File: config.mk
export PLATFORM = sky130hd
export DESIGN_NAME = strip_frame_sequencer
export DESIGN_NICKNAME = d
export VERILOG_FILES = /design/src/rtl/strip_frame_sequencer.sv
export SDC_FILE = /design/constraint.sdc
export NUM_CORES = 1
export LEC_CHECK = 0
export CORE_ASPECT_RATIO = 1.25
export CORE_MARGIN = 2
export CORE_UTILIZATION = 47
export CTS_BUF_LIST = sky130_fd_sc_hd__clkbuf_16
export CTS_CLUSTER_SIZE = 24
export DETAILED_ROUTE_END_ITERATION = 6
export PLACE_DENSITY = 0.86
export SYNTH_ARGS = -nofsm -noshare
export SYNTH_HDL_FRONTEND = slang
export SYNTH_SLANG_ARGS = --single-unit
File: constraint.sdc
create_clock -name clock -period 2.25 [get_ports clock]
set_clock_uncertainty 0.05 [all_clocks]
set_input_delay 0.675 -clock clock [delete_from_list [all_inputs] [get_ports clock]]
set_output_delay 0.675 -clock clock [all_outputs]
set_load 0.03 [all_outputs]
File: src/rtl/strip_frame_sequencer.sv
// Walks the frame memory one GRB word at a time, offers each word to the bit
// encoder, then holds the strip latch gap before reporting the frame done.
module strip_frame_sequencer #(
   parameter int LED_COUNT    = 60,
   parameter int ADDR_WIDTH   = 8,
   parameter int LATCH_CYCLES = 1000
) (
   input  logic                  clock,
   input  logic                  reset,
   input  logic                  frame_start,
   output logic [ADDR_WIDTH-1:0] mem_addr,
   output logic                  mem_read_enable,
   input  logic [23:0]           mem_read_data,
   output logic [23:0]           encoder_data,
   output logic                  encoder_valid,
   input  logic                  encoder_ready,
   output logic                  strip_latch,
   output logic                  busy,
   output logic                  frame_done,
   output logic                  frame_overrun
);

   localparam logic [ADDR_WIDTH-1:0] LAST_INDEX = ADDR_WIDTH'(LED_COUNT - 1);
   localparam logic [15:0]           LATCH_LAST = 16'(LATCH_CYCLES - 1);

   typedef enum logic [2:0] {
      IDLE,
      FETCH,
      WAIT_DATA,
      OFFER,
      DRAIN,
      LATCH
   } state_t;

   state_t                state;
   state_t                state_next;
   logic [ADDR_WIDTH-1:0] index;
   logic [ADDR_WIDTH-1:0] index_next;
   logic [15:0]           latch_count;
   logic [15:0]           latch_count_next;
   logic [ADDR_WIDTH-1:0] mem_addr_next;
   logic                  mem_read_enable_next;
   logic [23:0]           encoder_data_next;
   logic                  encoder_valid_next;
   logic                  strip_latch_next;
   logic                  busy_next;
   logic                  frame_done_next;
   logic                  frame_overrun_next;

   // Every output is registered from its next-state value so the encoder and
   // memory see clean, glitch-free strobes.
   always_ff @(posedge clock) begin
      if (reset) begin
         state           <= IDLE;
         index           <= '0;
         latch_count     <= '0;
         mem_addr        <= '0;
         mem_read_enable <= 1'b0;
         encoder_data    <= '0;
         encoder_valid   <= 1'b0;
         strip_latch     <= 1'b0;
         busy            <= 1'b0;
         frame_done      <= 1'b0;
         frame_overrun   <= 1'b0;
      end else begin
         state           <= state_next;
         index           <= index_next;
         latch_count     <= latch_count_next;
         mem_addr        <= mem_addr_next;
         mem_read_enable <= mem_read_enable_next;
         encoder_data    <= encoder_data_next;
         encoder_valid   <= encoder_valid_next;
         strip_latch     <= strip_latch_next;
         busy            <= busy_next;
         frame_done      <= frame_done_next;
         frame_overrun   <= frame_overrun_next;
      end
   end

   always_comb begin
      state_next           = state;
      index_next           = index;
      latch_count_next     = latch_count;
      mem_addr_next        = mem_addr;
      mem_read_enable_next = 1'b0;
      encoder_data_next    = encoder_data;
      encoder_valid_next   = encoder_valid;
      strip_latch_next     = 1'b0;
      frame_done_next      = 1'b0;
      frame_overrun_next   = frame_start && (state != IDLE);

      case (state)
         IDLE: begin
            if (frame_start) begin
               state_next           = FETCH;
               index_next           = '0;
               mem_addr_next        = '0;
               mem_read_enable_next = 1'b1;
            end
         end
         FETCH: begin
            state_next = WAIT_DATA;
         end
         WAIT_DATA: begin
            encoder_data_next  = mem_read_data;
            encoder_valid_next = 1'b1;
            state_next         = OFFER;
         end
         OFFER: begin
            if (encoder_ready) begin
               encoder_valid_next = 1'b0;
               if (index == LAST_INDEX) begin
                  state_next = DRAIN;
               end else begin
                  index_next           = index + 1'b1;
                  mem_addr_next        = index + 1'b1;
                  mem_read_enable_next = 1'b1;
                  state_next           = FETCH;
               end
            end
         end
         DRAIN: begin
            // The last word is still shifting out until the encoder is ready again.
            if (encoder_ready) begin
               latch_count_next = '0;
               strip_latch_next = 1'b1;
               state_next       = LATCH;
            end
         end
         LATCH: begin
            if (latch_count == LATCH_LAST) begin
               frame_done_next = 1'b1;
               state_next      = IDLE;
            end else begin
               latch_count_next = latch_count + 16'd1;
               strip_latch_next = 1'b1;
            end
         end
         default: begin
            state_next = IDLE;
         end
      endcase

      busy_next = (state_next != IDLE);
   end

endmodule

## Yosys cells after proc, flatten, opt, wreduce, memory -nomap -nowiden

Cells that the tools add are included.

- Register bits after elaboration: 57
- Input bits: 28
- Output and inout port bits: 38
- Logic and storage cells: 59

- $add $sub $neg: 2
- Eq/ne operators: 12
- Multiplexer cells: 23
- Bitwise operators: 1
- Reduce and logical (&&, ||, !) cells: 11

Operators by type and width:

| cell | count |
|---|---|
| 16-bit two-way mux | 2 |
| 16-bit one-hot mux with 2 select lines | 1 |
| 8-bit two-way mux | 3 |
| 3-bit one-hot mux with 6 select lines | 1 |
| 16-bit by 1-bit adder with 16-bit output (second input constant) | 1 |
| 16-bit by 10-bit == test with 1-bit output (second input constant) | 1 |
| 8-bit one-hot mux with 2 select lines | 1 |
| 3-bit two-way mux | 5 |
| 2-bit != test (second input constant) | 5 |
| 8-bit by 1-bit adder with 8-bit output (second input constant) | 1 |
| 8-bit by 6-bit == test with 1-bit output (second input constant) | 1 |
| 1-bit two-way mux | 7 |
| 3-bit by 2-bit == test with 1-bit output (second input constant) | 2 |
| 3-bit == test (second input constant) | 2 |
| 1-bit one-hot mux with 2 select lines | 3 |
| 2-bit nonzero test | 3 |
| 3-bit nonzero test | 2 |
| 4-bit AND reduction | 1 |
| 3-bit by 1-bit == test with 1-bit output (second input constant) | 1 |
| 3-bit zero test | 1 |
| 3-bit AND reduction | 1 |
| 2-bit AND reduction | 1 |
| 2-bit OR reduction | 1 |
| 1-bit logical AND | 1 |
| 1-bit inverter | 1 |

## Logic depth before layout (Yosys ltp)

- Word-level depth: 5
- Gate-level depth with buffers: 7
- Gate-level depth less buffers: 6

## Least setup slack after synthesis

No wires, ideal clock.

- Path type: input -> register
- Start point: input frame_start
- End point: register index[7]
- Setup time: 0.118 ns
- Arrival time: 1.723 ns
- Required time: 2.082 ns
- Setup slack: 0.358 ns
- Cell stages on the path: 5
- Buffers on the path: 0
- Cells stage by stage: or4b_4 a211oi_2 nand3_1 xor2_1 nor2_2

- Cells in the longest elaborated chain, start to end: 2

Ends and longest elaborated chain:

| what | line | source |
|---|---|---|
| start: declaration | 10 | `input logic frame_start,` |
| 2-bit != test (no line) | -- |  |
| 4-bit AND reduction (no line) | -- |  |
| end signal: assignment | 67 | `index <= index_next;` |
| end: declaration | 37 | `logic [ADDR_WIDTH-1:0] index;` |

No other way between the ends.
A chain may end at the register's enable or synchronous reset.

==> results_dict.tcl <==
set metrics [dict create \
    min_period_ps 2220 \
    crit_required_ps 1520 \
    synthFlopType "dfxtp_1" \
    powerDensity_mw_per_mm2 773 \
    yosys.area.top_type "dfxtp_1" \
    setup_violations 0 \
    hold_path_class "reg -> reg" \
    clock_latency_ps 320 \
    worst_path_max_delay_cell "clkdlybuf4s50_1" \
    place.gp.congestion 0.885 \
    start_kind "flop" \
    firstDrtPassIters 6 \
    layout.nets 386 \
    arrival_ps 1500 \
    drive_gt1_share_pct 9.97 \
    synth_seq_area_share_pct 48.0 \
    yosys_register_bits 57 \
    tightest_slew_ps 331 \
    die_y_um 83.5 \
    synthCells 285 \
    tns_ps 0 \
    hp-start "encoder_data[7]$_SDFFE_PP0P_" \
    rsz0062_at_grt "false" \
    fin_crit_sh_pct 98.8 \
    place_ws_ps -194 \
    cts_tree "done" \
    area_delta_synth_final_pct 42.5 \
    detail_route.iter0.violations 93 \
    hold_violations 0 \
    async_flop_share_pct 0 \
    synthDistinctLibCells 47 \
    fp.dieW_um 67.6 \
    critPathTopFamily "buffers and inverters" \
    track_usage_pct 22.2 \
    ant_nets 0 \
    post_dp_cell_area_mm2 0.00313 \
    avgSynthCellArea_um2 8.35 \
    fmax_mhz 450 \
    grt_pass1_vias 2211 \
    grt_max_degree 29 \
    crit_type "reg -> out" \
    io_buffers 65 \
    ir_drop_mv 0.580 \
    clk_pin_slew_ps 50 \
    hpwl_um 4100 \
    finalWorstSetupSlack_ps 27.5 \
    start_util_pct 49.6 \
    synth-edff-count 0 \
    syn-num-nets 315 \
    die_area_mm2 0.00565 \
    synth_area_mm2 0.00238 \
    crit_chain "clkdlybuf4s50_1" \
    cp.buffers_inverters 1 \
    maxCapViolations 0 \
    vias_per_cell 5.35 \
    report.final.slew_viol_count 0 \
    stdcell_area_mm2 0.00339 \
    cts_buffers 9 \
    grt_pass1_wl_um 9610 \
    startpoint "index[2]$_SDFFE_PP0P_" \
    p_total_mw 2.62 \
    synth_commonest_cells "nand2_1 (61), dfxtp_1 (57), a21oi_1 (42)" \
    leakage_nw 1.24 \
    num_vias 2251 \
    synth_most_common_cell "nand2_1" \
    io_pins 66 \
    avgRoutedWirePerCell_um 13.7 \
    synthTopCellsByArea "dfxtp_1 (48%), nand2_1 (9.6%), a21oi_1 (8.8%)" \
    post-route-util_pct 70.6 \
    cts-root-buf "clkbuf_16" \
    fp.coreArea_mm2 0.00480 \
    end_kind "primary output" \
    r2r_start "state[2]$_SDFF_PP0_" \
    synth_top_area_share_pct 48.0 \
    cp_max_fo 6 \
    outcome "completed" \
    cts_buffer_depth 2 \
    cts_setup_buffers 0 \
    post_cts_resized 0 \
    antenna_found_initial 0 \
    slowest_delay_ps 730 \
    ys_warn_count 0 \
    cts-hold-fix-buffers 0 \
    cts.htree.levels 3 \
    drt_wl_total_um 5780 \
    n_antenna_cell 0 \
    clock-sinks 57 \
    maxSlewHeadroom_pct 77.8 \
    rows 28 \
    drc 0 \
    overflow 0 \
]
==> area by class of cell <==
cell class / count / area, µm²
Sequential cell: 57 / 1140
Clock inverter: 7 / 30.0
Multi-Input combinational cell: 208 / 1140
Timing Repair Buffer: 79 / 768
Fill cell: 359 / 1410
Inverter: 1 / 3.75
Tap cell: 60 / 75.1
Clock buffer: 9 / 225
==> through the flow <==
| step | hold slack [ps] | instances |
|---|---|---|
| global route | 422 | 421 |
| finish | 401 | 421 |
| CTS | 404 | 421 |
| detailed placement | 399 | 405 |
| global placement | 390 | 405 |
| floorplan | 406 | 285 |
==> logic make-up after synthesis <==
group | Yosys count | share of synthesized area (%)
XOR/XNOR | 9 | 3.31
AND/OR/NAND/NOR | 130 | 27.6
AO/OA/AOI/OAI | 66 | 15.8
buffers and inverters | 20 | 3.89
flip-flops | 57 | 48.0
adder cells (fa/ha/maj) | 2 | 1.05
multiplexers | 1 | 0.421
==> power breakdown <==
group	switching (mW)	leakage [nW]	internal, mW	total [mW]
Clock	0.426	0.136	0.719	1.15
Combinational	0.209	0.640	0.176	0.385
Sequential	0.0316	0.462	1.06	1.09
==> layout by cell type, fill, tap and decap left out, drive strengths merged, types with 3 or more instances in the layout <==
master | netlist | final
clkdlybuf4s50 | 0 | 65
nand2 | 61 | 61
dfxtp | 57 | 57
a21oi | 43 | 43
nor2 | 15 | 15
buf | 7 | 14
o21ai | 11 | 11
nand3 | 10 | 10
or3 | 10 | 10
clkbuf | 12 | 9
xor2 | 8 | 8
and3 | 5 | 5
clkinv | 0 | 5
and4 | 4 | 4
nor3 | 4 | 4
inv | 1 | 3
nor4 | 3 | 3
nand4 | 3 | 3
==> registers in the layout, summed over array words and instances (netlist names) <==
register and cells:
strip_latch 1, busy 1, mem_read_enable 1, frame_overrun 1, latch_count 16, encoder_data 24
encoder_valid 1, frame_done 1, state 3, index 8
==> worst paths after layout <==
kind	to	slack, ps	depth (start not counted)
max	mem_addr[2]	30	1
min	encoder_data[7]$_SDFFE_PP0P_	400	2
max reg2reg	latch_count[5]$_SDFFE_PP0P_	330	5
min reg2reg	encoder_data[7]$_SDFFE_PP0P_	400	2
==> layer usage <==
layer  track usage, %  part of all wire [%]  up-vias
met4             9.46                   1.5        0
li1                 -                     -     1135
met3             8.50                   6.3        7
met2             36.0                    50       64
met1             25.5                    42     1045
met5                0                     0        -
Power figures use the tool's default switching activity.
